==> src/rtl/cpu_pack_pkg.sv <==
// Shared widths, FSM state type and tkeep helper for the CPU-to-AXIS frame packer.
package cpu_pack_pkg;

    localparam int unsigned WORD_W = 32;
    localparam int unsigned DATA_W = 128;
    localparam int unsigned KEEP_W = 16;

    typedef enum logic [1:0] {
        IDLE = 2'd0,
        FILL = 2'd1,
        SEND = 2'd2
    } pack_state_e;

    // Low-order byte mask of n bytes; n=16 yields a full mask.
    function automatic logic [KEEP_W-1:0] keep_from_bytes(input logic [4:0] n);
        logic [KEEP_W:0] m;
        m = ({{KEEP_W{1'b0}}, 1'b1} << n) - {{KEEP_W{1'b0}}, 1'b1};
        return m[KEEP_W-1:0];
    endfunction

endpackage

==> src/rtl/cpu_axis_packer.sv <==
// Packs CPU-written 32-bit words into 128-bit AXIS beats with tkeep/tlast from the header length.
// Optional CPU_PACK_STATS_EN adds frame and error counters.
module cpu_axis_packer
    import cpu_pack_pkg::*;
#(
    parameter int unsigned LEN_W  = 16,
    parameter int unsigned USER_W = 8
) (
    input  logic                clk,
    input  logic                rst_n,
    input  logic                ctl_we,
    input  logic [LEN_W-1:0]    ctl_len,
    input  logic [USER_W-1:0]   ctl_user,
    input  logic                dat_we,
    input  logic [WORD_W-1:0]   dat_wdata,
    output logic                wr_rdy,
    output logic                busy,
    output logic                err,
    input  logic                err_clr,
`ifdef CPU_PACK_STATS_EN
    output logic [31:0]         stat_frames,
    output logic [15:0]         stat_errs,
`endif
    output logic [DATA_W-1:0]   m_tdata,
    output logic [KEEP_W-1:0]   m_tkeep,
    output logic                m_tvalid,
    input  logic                m_tready,
    output logic                m_tlast,
    output logic [USER_W-1:0]   m_tuser
);

    pack_state_e         state_q, state_d;
    logic [LEN_W-1:0]    rem_q, rem_d;
    logic [1:0]          widx_q, widx_d;
    logic [4:0]          bytes_q, bytes_d;
    logic [USER_W-1:0]   user_q, user_d;
    logic [DATA_W-1:0]   data_q, data_d;
    logic [KEEP_W-1:0]   keep_q, keep_d;
    logic                last_q, last_d;
    logic                tvalid_q, tvalid_d;
    logic                wr_rdy_q, wr_rdy_d;
    logic                busy_q, busy_d;
    logic                err_q, err_d;
    logic                err_ev;
    logic [2:0]          take;

    always_comb begin
        state_d  = state_q;
        rem_d    = rem_q;
        widx_d   = widx_q;
        bytes_d  = bytes_q;
        user_d   = user_q;
        data_d   = data_q;
        keep_d   = keep_q;
        last_d   = last_q;
        take     = (rem_q >= LEN_W'(4)) ? 3'd4 : rem_q[2:0];

        err_ev = (ctl_we && (busy_q || (ctl_len == '0))) || (dat_we && !wr_rdy_q);

        unique case (state_q)
            IDLE: begin
                if (ctl_we && (ctl_len != '0)) begin
                    state_d = FILL;
                    rem_d   = ctl_len;
                    user_d  = ctl_user;
                    widx_d  = '0;
                    bytes_d = '0;
                    data_d  = '0;
                    keep_d  = '0;
                    last_d  = 1'b0;
                end
            end
            FILL: begin
                if (dat_we) begin
                    for (int unsigned k = 0; k < 4; k++) begin
                        if (widx_q == 2'(k)) begin
                            data_d[k*WORD_W +: WORD_W] = dat_wdata;
                        end
                    end
                    rem_d   = rem_q - LEN_W'(take);
                    bytes_d = bytes_q + {2'b00, take};
                    widx_d  = widx_q + 2'd1;
                    // Beat closes on the fourth lane or on the final byte of the frame.
                    if ((widx_q == 2'd3) || (rem_d == '0)) begin
                        state_d = SEND;
                        keep_d  = keep_from_bytes(bytes_d);
                        last_d  = (rem_d == '0);
                    end
                end
            end
            SEND: begin
                if (m_tready) begin
                    keep_d = '0;
                    last_d = 1'b0;
                    if (rem_q != '0) begin
                        state_d = FILL;
                        widx_d  = '0;
                        bytes_d = '0;
                        data_d  = '0;
                    end else begin
                        state_d = IDLE;
                    end
                end
            end
            default: state_d = IDLE;
        endcase

        tvalid_d = (state_d == SEND);
        wr_rdy_d = (state_d == FILL);
        busy_d   = (state_d != IDLE);
        err_d    = err_ev | (err_q & ~err_clr);
    end

    always_ff @(posedge clk) begin
        if (!rst_n) begin
            state_q  <= IDLE;
            rem_q    <= '0;
            widx_q   <= '0;
            bytes_q  <= '0;
            user_q   <= '0;
            data_q   <= '0;
            keep_q   <= '0;
            last_q   <= 1'b0;
            tvalid_q <= 1'b0;
            wr_rdy_q <= 1'b0;
            busy_q   <= 1'b0;
            err_q    <= 1'b0;
        end else begin
            state_q  <= state_d;
            rem_q    <= rem_d;
            widx_q   <= widx_d;
            bytes_q  <= bytes_d;
            user_q   <= user_d;
            data_q   <= data_d;
            keep_q   <= keep_d;
            last_q   <= last_d;
            tvalid_q <= tvalid_d;
            wr_rdy_q <= wr_rdy_d;
            busy_q   <= busy_d;
            err_q    <= err_d;
        end
    end

    assign wr_rdy   = wr_rdy_q;
    assign busy     = busy_q;
    assign err      = err_q;
    assign m_tdata  = data_q;
    assign m_tkeep  = keep_q;
    assign m_tvalid = tvalid_q;
    assign m_tlast  = last_q;
    assign m_tuser  = user_q;

`ifdef CPU_PACK_STATS_EN
    logic [31:0] stat_frames_q, stat_frames_d;
    logic [15:0] stat_errs_q, stat_errs_d;

    always_comb begin
        stat_frames_d = stat_frames_q;
        stat_errs_d   = stat_errs_q;
        if (tvalid_q && m_tready && last_q) begin
            stat_frames_d = stat_frames_q + 32'd1;
        end
        if (err_ev && (stat_errs_q != '1)) begin
            stat_errs_d = stat_errs_q + 16'd1;
        end
    end

    always_ff @(posedge clk) begin
        if (!rst_n) begin
            stat_frames_q <= '0;
            stat_errs_q   <= '0;
        end else begin
            stat_frames_q <= stat_frames_d;
            stat_errs_q   <= stat_errs_d;
        end
    end

    assign stat_frames = stat_frames_q;
    assign stat_errs   = stat_errs_q;
`endif

endmodule
==> config.mk <==
export PLATFORM = sky130hd
export DESIGN_NAME = cpu_axis_packer
export DESIGN_NICKNAME = d
export VERILOG_FILES = /design/src/rtl/cpu_pack_pkg.sv /design/src/rtl/cpu_axis_packer.sv
export SDC_FILE = /design/constraint.sdc
export NUM_CORES = 1
export LEC_CHECK = 0
export ABC_AREA = 0
export BUFFER_PORTS_ARGS = -buffer_cell sky130_fd_sc_hd__buf_4
export CAP_MARGIN = 20
export CORE_MARGIN = 2
export CORE_UTILIZATION = 57
export CTS_CLUSTER_DIAMETER = 100
export DETAILED_ROUTE_END_ITERATION = 7
export PLACE_DENSITY_LB_ADDON = 0.08
export SETUP_SLACK_MARGIN = 0.05
export SLEW_MARGIN = 10
export SYNTH_ARGS = -nofsm -noshare
export SYNTH_HDL_FRONTEND = slang
export SYNTH_SLANG_ARGS = --single-unit
==> constraint.sdc <==
create_clock -name clk -period 6.25 [get_ports clk]
set_input_delay 1.25 -clock clk [delete_from_list [all_inputs] [get_ports clk]]
set_output_delay 1.25 -clock clk [all_outputs]
set_load 0.02 [all_outputs]
Word level (Yosys, flattened, before mapping)
Index checks and enable logic that the tools add are counted.
{"block": "classes", "eq_ne": 16, "reduce_logical": 24, "add_sub_neg": 4, "mux": 39, "shift": 1, "mul": 0, "bitwise": 3, "order_cmp": 1, "n_div": 0}
{"cell": "2-to-1 mux 128 bit", "count": 4}
{"cell": "case mux 128 bit (3 select lines)", "count": 1}
{"cell": "2-to-1 mux 32 bit", "count": 4}
{"cell": "2-to-1 mux 16 bit", "count": 6}
{"cell": "case mux 16 bit (3 select lines)", "count": 1}
{"cell": "zero test 16 bit", "count": 2}
{"cell": "case mux 16 bit (2 select lines)", "count": 1}
{"cell": "nonzero test 16 bit", "count": 2}
{"cell": "AND reduction 6 bit", "count": 4}
{"cell": "2-to-1 mux 5 bit", "count": 4}
{"cell": "inequality test 2 bit, second input constant", "count": 9}
{"cell": ">= comparator 16 x 3 -> 1 bit, second input constant", "count": 1}
{"cell": "2-to-1 mux 2 bit", "count": 8}
{"cell": "<< shifter 1 x 5 -> 16 bit, first input constant", "count": 1}
{"cell": "subtractor 16 x 1 -> 16 bit, second input constant", "count": 1}
{"cell": "subtractor 16 x 3 -> 16 bit", "count": 1}
{"cell": "case mux 5 bit (3 select lines)", "count": 1}
{"cell": "case mux 2 bit (3 select lines)", "count": 2}
{"cell": "AND reduction 5 bit", "count": 2}
{"cell": "== test 2 bit, second input constant", "count": 4}
{"cell": "== test 2 x 1 -> 1 bit, second input constant", "count": 3}
{"cell": "adder 5 x 3 -> 5 bit", "count": 1}
{"cell": "2-to-1 mux 1 bit", "count": 5}
{"cell": "zero test 2 bit", "count": 2}
{"cell": "13 further kinds", "count": 18}
{"block": "totals", "romBits": 0, "input_bits": 62, "regBits": 182, "latchBits": 0, "ramBits": 0, "word_cells": 103, "memories": 0, "out_inout_bits": 157}

Longest topological paths before layout
Gate-level depths: netlist of the first run.
{"block": "depth", "word_depth": 9, "mapped_depth": 19, "mapped_depth_nobuf": 17}

Least setup slack after synthesis of the first run
OpenSTA, ideal clock, no wires.
{"block": "synth_timing", "path_kind": "reg2reg", "startpoint": "reg rem_q[4]", "endpoint": "reg keep_q[12], in the netlist m_tkeep[12]", "t_arrival_ns": 3.923, "required_time_ns": 6.163, "synth_period_minus_slack_ns": 4.011, "path_stages_with_launch": 19, "path_buffers": 2, "slack_ns": 2.239, "cell_sequence": "dfxtp_1 > buf_6 > or4_4 > nor3_4 > and2_1 > ha_1 > inv_1 > fa_1 > xnor2_1 > a2bb2oi_1 > o22ai_1 > and2_1 > nand3_1 > ha_1 > clkbuf_1 > o21ai_0 > nor2_1 > xor2_1 > o31ai_1"}
{"block": "synth_between", "elab_chain_len": 8, "elab_cells_between_ends": 13}
{"element": "start, declared", "line_no": "cpu_axis_packer.sv:33", "text": "logic [LEN_W-1:0] rem_q, rem_d;"}
{"element": "start signal, assigned", "line_no": "cpu_axis_packer.sv:130", "text": "rem_q <= rem_d;"}
{"element": ">= comparator 16 x 3 -> 1 bit", "line_no": "cpu_axis_packer.sv:56", "text": "take = (rem_q >= LEN_W'(4)) ? 3'd4 : rem_q[2:0];"}
{"element": "2-to-1 mux 3 bit", "line_no": "cpu_axis_packer.sv:56"}
{"element": "adder 5 x 3 -> 5 bit", "line_no": "cpu_axis_packer.sv:81", "text": "bytes_d = bytes_q + {2'b00, take};"}
{"element": "<< shifter 1 x 5 -> 16 bit", "line_no": "cpu_pack_pkg.sv:17", "text": "m = ({{KEEP_W{1'b0}}, 1'b1} << n) - {{KEEP_W{1'b0}}, 1'b1};"}
{"element": "subtractor 16 x 1 -> 16 bit", "line_no": "cpu_pack_pkg.sv:17"}
{"element": "2-to-1 mux 16 bit", "line_no": "cpu_axis_packer.sv:84", "text": "if ((widx_q == 2'd3) || (rem_d == '0)) begin"}
{"element": "2-to-1 mux 16 bit", "line_no": "cpu_axis_packer.sv:74", "text": "if (dat_we) begin"}
{"element": "case mux 16 bit (3 select lines)", "line_no": "cpu_axis_packer.sv:60", "text": "unique case (state_q)"}
{"element": "end signal, assigned", "line_no": "cpu_axis_packer.sv:135", "text": "keep_q <= keep_d;"}
{"element": "end, declared", "line_no": "cpu_axis_packer.sv:38", "text": "logic [KEEP_W-1:0] keep_q, keep_d;"}
Several ways; a longest one is shown, not always the timed one. The select of a mux whose other input is x is not followed.
A chain may end at the register's enable or synchronous reset.

Final worst setup path of the first run
{"block": "layout_timing", "startpoint": "reg rem_q[15]", "endpoint": "reg keep_q[4], in the netlist m_tkeep[4]"}
Same word-level chain as after synthesis.

==> results by group, run 1 <==
Outcome
  • Status: finished, final reports clean

Yosys
  • Most common cell in the netlist: dfxtp_1
  • Synth top cells by count: dfxtp_1 (182), nand2_1 (167), nand3_1 (148)
  • Synth Cell Area: 8200 µm²
  • Synth area leader: dfxtp_1
  • Gate Count Post-Synth: 989
  • Post-synth top flop: dfxtp_1
  • Largest cells by area after synthesis: dfxtp_1 (44%), a21boi_0 (9.8%), nand3_1 (9.0%), nand2_1 (7.6%), clkbuf_1 (2.7%)
  • Post-synth EDFFs: 0
  • Ys async rst share: 0%
  • Sequential share of the synthesized area: 44.4%
  • Number of synthesis warnings: 0
  • Area share of the largest cell type after synthesis: 44.4%
  • Synth Register Bits: 182
  • Avg Inst Size Synth: just over 8 µm²
  • Syn nets: 1061
  • Synth unique cells: slightly below 70

STA
  • Tcrit/Tclk final: 73.7%
  • Max Fclk: 217 MHz
  • Final WS setup: around 1.6 ns
  • Final Max Slew Viols: 0
  • Post-route clock skew: 0.00879 ns
  • RSZ-0062 raised after global routing: no
  • Setup-failing EPs final: 0
  • Fin crit period: 4.61 ns
  • Slew @ Worst Pin: 0.920 ns
  • Hold Violations, Final: 0
  • Max_slew headroom: 38.7%
  • Setup_tns: 0 ns

Die
  • Die Ht: between 100 and 150 µm
  • I/O pin cnt: 219
  • Core area: 14000 µm²
  • Chip width: around 120 µm
  • FP Rows: 43
  • Die area: 15400 µm²
  • Initial core utilization: 58.6%

Drt
  • Vias: 7865
  • DRT Pass-1 Iters: 5
  • DRT antenna net count: 0
  • WL final: about 24000 µm
  • Post-route DRC: 0
  • Detailed router's first-iteration violation count: 620
  • Vias/cell: between 5 and 6
  • Routed len/inst: 17.5 µm

Finish
  • Register Area: ~3600 µm²
  • Area grow syn2layout: 28.3%
  • Share of layout cells above drive strength 1: around a quarter
  • # fillers: between 1000 and 1500
  • Multi-input gate area: roughly 4200 µm²
  • # nets final: 1231
  • Diode count: 0

Setup path
  • Worst setup EP type: flip-flop
  • Max FO, Critical Path: 12
  • Crit start category: flip-flop
  • CP Cell Sequence: nor3_1 > nand2_1 > nor3_4 > and2_1 > ha_1 > inv_1 > fa_1 > xnor2_1 > a2bb2oi_1 > o22ai_1 > and2_1 > nand3_1 > ha_1 > nor4_1 > nand2b_1 > a22oi_1 > o31ai_1
  • Required time of the critical path: ~6.6 ns
  • Crit Path Class: flip-flop to flip-flop
  • Setup crit start: rem_q[15]
  • Slowest cell on crit path: o22ai_1
  • Reg2reg setup slack: 1.64 ns
  • Reg-to-reg startpoint: rem_q[15]
  • Critical path endpoint: m_tkeep[4]
  • R2R depth: 17
  • Critical path's largest stage delay: 0.54 ns
  • Worst path arrival time: 4.95 ns
  • FF-to-FF End: m_tkeep[4]

CTS
  • CTS root buf: clkbuf_16
  • Maximum clock insertion buffer count: 2
  • CTS tree: yes
  • Post-CTS Setup Inserts: 0
  • CTS sink cnt: 182
  • CTS resizes: 0
  • Clock-pin slew on the worst setup and hold paths: 0.07 ns
  • Clock latency on the worst-skew pair: 0.43 ns
  • CTS buffer count: 17
  • Cts hold-fix bufs: 0
  • Htree depth: 4

Pwr
  • Power Dens Cells: 328 nW/µm²
  • Sequential Power Share: 37.7%
  • Reported net switching power: approximately 1.2 mW
  • Cell Int Power: 2.31 mW
  • Sw Share: about a third
  • Logic pwr share: 27.3%
  • Part of the power in the clock network: between 30% and 40%
  • Peak VDD IR: 0.189 mV
  • LEAKAGE: between 4 and 5 nW

Global routing
  • Met3 usage: between 7 and 8%
  • All-Layer GR Usage: 30.1%
  • Largest net degree at the start of global routing: between 90 and 100
  • Vias in the first global route: 6969
  • Busiest layer in global routing: met2
  • Antenna violations before repair: 0
  • GRT met2 Usage: a little under 50%
  • Total grt overflow: 0
  • First-pass GRT wire length: 36300 µm
  • Met1 Usage GRT: about 40%

Placed design
  • DP HPWL: 15300 µm
  • Worst slack, placed: 1.76 ns
  • Port bufs: ~220
  • Routability cong.: 0.899

Job
  • Max Cap Viol: 0

Min path
  • Hold Crit Class: flip-flop to flip-flop
per-stage QoR:
stage | utilization [%] | hold WS (ns) | power [mW] | cell area, µm² | instances
finish | 75.3 | 0.453 | 3.46 | 10500 | 1352
global route | 75.3 | 0.473 | 3.60 | 10500 | 1352
CTS | 75.3 | 0.454 | 3.45 | 10500 | 1352
detailed placement | 70.5 | 0.445 | 2.25 | 9860 | 1320
global placement | 70.5 | 0.441 | 2.24 | 9860 | 1320
floorplan | - | 0.474 | 1.95 | 8200 | 989
layer usage:
metal	share of wire (%)	vias up
met5	0	-
met4	1.8	0
met3	8.5	30
met2	47	331
met1	42	3702
li1	-	3802
critical path: cells and delay by family (launching register included):
kind            cells  cell delay, ns
simple gates        8            1.96
compound gates      4            0.99
fa+ha+maj           3            0.96
flops               1            0.35
xor+xnor            1            0.20
buf+inv             1            0.05
power groups by stage:
stage	Clock [mW]	Combinational [mW]	Sequential (mW)
after global routing	1.27	1.02	1.31
after global placement	0	0.919	1.33
final	1.21	0.943	1.30
after CTS	1.22	0.932	1.30
after floorplan	0	0.565	1.38
after detailed placement	0	0.924	1.33
state kept, by name (all words and copies together) (netlist names):
signal	flops
err	1
m_tkeep	16
bytes_q	5
wr_rdy	1
m_tvalid	1
state_q	2
m_tlast	1
rem_q	16
busy	1
m_tdata	128
widx_q	2
m_tuser	8
final cells by class:
type	count	area share, %
clock buffers	19	4.30
inverters	15	0.535
multi-input cells	712	39.9
flip-flops and latches	182	34.6
well taps	180	2.14
clock inverters	13	2.07
repair buffers	231	16.5
kinds of logic after synthesis:
kind of cell	after synthesis	share of synthesized area [%]
simple gates	435	24.9
xor+xnor	6	0.641
buf+inv	95	4.65
fa+ha+maj	10	1.62
mux	9	1.10
flops	182	44.4
compound gates	251	22.7
other cells	1	0.0457
worst min path at each step:
stage,from,to,cells past startpoint
after global routing,m_tdata[100],m_tdata[100],2
after detailed placement,m_tdata[100],m_tdata[100],2
after global placement,m_tdata[37],m_tdata[37],2
after CTS,m_tdata[100],m_tdata[100],2
after floorplan,widx_q[1],widx_q[1],2
final,m_tdata[94],m_tdata[94],2
placed cells by master, fill, tap and decap left out, types with 14 or more instances in the layout:
| cell type | synthesis | layout |
|---|---|---|
| a21boi_0 | 107 | 107 |
| a21boi_1 | 24 | 24 |
| a21oi_1 | 20 | 20 |
| buf_4 | 0 | 231 |
| clkbuf_16 | 0 | 17 |
| dfxtp_1 | 182 | 182 |
| inv_1 | 14 | 14 |
| nand2_1 | 167 | 167 |
| nand3_1 | 148 | 148 |
| nor2_1 | 35 | 31 |
| nor2b_1 | 29 | 28 |
| o21ai_0 | 23 | 23 |
Note: power is estimated with default switching activity, not from simulation.
==> run 2, diff against run 1 <==
--- a/config.mk
+++ b/config.mk
@@ -5,11 +5,11 @@
 export SDC_FILE = /design/constraint.sdc
 export NUM_CORES = 1
 export LEC_CHECK = 0
-export ABC_AREA = 0
+export ABC_AREA = 1
 export BUFFER_PORTS_ARGS = -buffer_cell sky130_fd_sc_hd__buf_4
 export CAP_MARGIN = 20
 export CORE_MARGIN = 2
-export CORE_UTILIZATION = 57
+export CORE_UTILIZATION = 47
 export CTS_CLUSTER_DIAMETER = 100
 export DETAILED_ROUTE_END_ITERATION = 7
 export PLACE_DENSITY_LB_ADDON = 0.08
==> constraint.sdc (replaced) <==
create_clock -name clk -period 4.11 [get_ports clk]
set_input_delay 0.822 -clock clk [delete_from_list [all_inputs] [get_ports clk]]
set_output_delay 0.822 -clock clk [all_outputs]
set_load 0.02 [all_outputs]
==> results by group, run 2 <==
Yosys
  • Synth Register Bits: about 180
  • Area share of the largest cell type after synthesis: 48.3%
  • Sequential share of the synthesized area: 48.3%
  • Ys async rst share: 0%
  • Post-synth top flop: dfxtp_1
  • Synth unique cells: 41
  • Syn nets: about 1100
  • Largest family of logic cells by synthesized area: compound AO/OA/AOI/OAI gates
  • Simple-Gate Fraction of Synth Area: 18.3%
  • Post-Synth XOR/XNOR Area: 0.913%
  • Number of synthesis warnings: 0
  • Synth Cell Area: about 7500 µm²
  • Synth Area in Adders: 1.76%
  • Most common cell in the netlist: dfxtp_1
  • Synth area leader: dfxtp_1
  • Avg Inst Size Synth: 7.65 µm²
  • Synth top cells by count: dfxtp_1 (182), a21oi_1 (148), o21ai_0 (140)
  • Mux cell area share after synthesis: 0%
  • Gate Count Post-Synth: 986
  • Largest cells by area after synthesis: dfxtp_1 (48%), a21oi_1 (9.8%), o21ai_0 (9.3%), nand2_1 (6.5%), nor2_1 (4.8%)
  • Post-synth EDFFs: 0
  • Compound-Gate Fraction of Synth Area: 23.3%

Die
  • I/O pin cnt: between 200 and 250
  • Die area: roughly 17000 µm²
  • Core area: between 15000 and 20000 µm²
  • Chip width: around 130 µm
  • Die Ht: ~130 µm
  • FP Rows: 46
  • Initial core utilization: a little under half

CTS
  • Cts hold-fix bufs: 0
  • CTS buffer count: 17
  • CTS root buf: clkbuf_16
  • Clock latency on the worst-skew pair: 0.42 ns
  • Clock-pin slew on the worst setup and hold paths: 0.07 ns
  • CTS tree: yes
  • CTS resizes: 0
  • Maximum clock insertion buffer count: 2
  • Htree depth: 4
  • CTS sink cnt: 182
  • Post-CTS Setup Inserts: 0

STA
  • Post-route clock skew: roughly 0.0098 ns
  • Final Max Slew Viols: 0
  • Slew @ Worst Pin: 1.01 ns
  • Tcrit/Tclk final: just under 90%
  • Max_slew headroom: 32.9%
  • Final WS setup: 0.542 ns
  • Max Fclk: ~280 MHz
  • Hold Violations, Final: 0
  • RSZ-0062 raised after global routing: no
  • Fin Hold WS: 0.447 ns
  • Setup_tns: 0 ns
  • Setup-failing EPs final: 0
  • Fin crit period: 3.57 ns

Setup path
  • Required time of the critical path: 4.43 ns
  • Crit start category: flip-flop
  • Worst path arrival time: 3.89 ns
  • Worst setup EP type: flip-flop
  • Max FO, Critical Path: 14
  • Crit Path Class: flip-flop to flip-flop

Drt
  • Vias/cell: 5.15
  • DRT Pass-1 Iters: 5
  • DRT antenna net count: 0
  • Post-route DRC: 0
  • Vias: 7200
  • Routed len/inst: 15.2 µm
  • Detailed router's first-iteration violation count: 407
  • WL final: 21200 µm

Job
  • Max Cap Viol: 0

Global routing
  • Antenna violations before repair: 0
  • All-Layer GR Usage: 24.8%
  • Total grt overflow: 0
  • Vias in the first global route: 6568
  • First-pass GRT wire length: 33600 µm
  • Largest net degree at the start of global routing: about 110

Pwr
  • Power Dens Cells: 543 nW/µm²
  • LEAKAGE: 4.42 nW
  • Peak VDD IR: around 0.31 mV

Finish
  • Diode count: 0
  • Most frequent cells in the layout: buf_4 (225), dfxtp_1 (182), a21oi_1 (148)
  • # nets final: roughly 1200
  • Area grow syn2layout: 30.4%
  • Commonest non-fill, non-tap cell in the layout: buf_4
  • Post-layout util: 62.4%
  • Max reg flops: 128
  • # fillers: 1492
  • Share of layout cells above drive strength 1: 24.3%

Outcome
  • Status: finished, final reports clean

Min path
  • Hold Crit Class: flip-flop to flip-flop

Placed design
  • Port bufs: between 200 and 250
  • Routability cong.: 0.876
  • Worst slack, placed: 0.577 ns
  • DP HPWL: ~14000 µm
[run 2: cell count changes in the layout (fill, tap and decap cells not counted), sizes merged, moves of 11 or more]
cell and change:
a21boi -131, a21oi +129, and2 -11, inv +65
nand2 -31, nand3 -103, nor2 +69, nor2b -29
o21ai +121
[run 2: cells by family (layout without fill, tap and decap cells)]
| group | after synthesis | after routing |
|---|---|---|
| adders and majority gates | 10 | 10 |
| AOI/OAI and AO/OA | 333 | 333 |
| other | 1 | 1 |
| and+or+nand+nor | 316 | 316 |
| buffers and inverters | 137 | 334 |
| DFF | 182 | 182 |
| xor gates and xnor gates | 7 | 7 |
[run 2: path summary, 6_finish.rpt]
check / from / to / slack [ns] / cells after the start
setup / recovery: rem_q[6] / m_tkeep[12] / 0.54 / 23
hold / removal: m_tuser[0] / m_tuser[0] / 0.45 / 2
setup reg to reg: rem_q[6] / m_tkeep[12] / 0.54 / 23
hold reg to reg: m_tuser[0] / m_tuser[0] / 0.45 / 2
[run 2: per-layer routing]
layer  vias up  GRT usage [%]  wire length (µm)
li1       3702              -                 -
met1      3298           31.9              9510
met2       174           40.0              9920
met3        26           7.98              1460
met4         0           7.45               317
met5         -              0                 0
[run 2: power breakdown]
part | internal, mW | switching, mW
Combinational | 0.575 | 1.03
Sequential | 2.02 | 0.137
Clock | 0.849 | 0.734
[run 2: cell type report]
type	instances	area [µm²]	area share, %
Sequential cell	182	3640	37.1
Multi-Input combinational cell	667	3350	34.1
Timing Repair Buffer	226	1710	17.4
Clock buffer	17	425	4.33
Inverter	77	292	2.96
Tap cell	216	270	2.75
Clock inverter	14	139	1.41
[run 2: critical path, stage by stage, from the launching register on]
cell and delay, ns:
dfxtp_1 0.34, nor2_2 0.16, nand2_1 0.10, nor2_2 0.13, nand2_4 0.12, nor2_1 0.11
ha_1 0.17, inv_1 0.05, fa_1 0.40, o21ai_1 0.18, xor2_1 0.11, nor2_1 0.29
inv_2 0.11, nor3_1 0.23, inv_1 0.07, ha_1 0.20, nand3_1 0.18, nor2_2 0.09
nand2_1 0.06, nand2_1 0.04, nand2_1 0.05, nor2_1 0.03, o21ai_0 0.17, nor2_1 0.05
[run 2: metrics by stage]
stage	total power, mW	std cells	cell area [µm²]
finish	5.34	1399	9830
global route	5.62	1399	9830
CTS	5.37	1399	9830
detailed placement	3.79	1368	9270
global placement	3.78	1368	9270
floorplan	3.18	986	7540
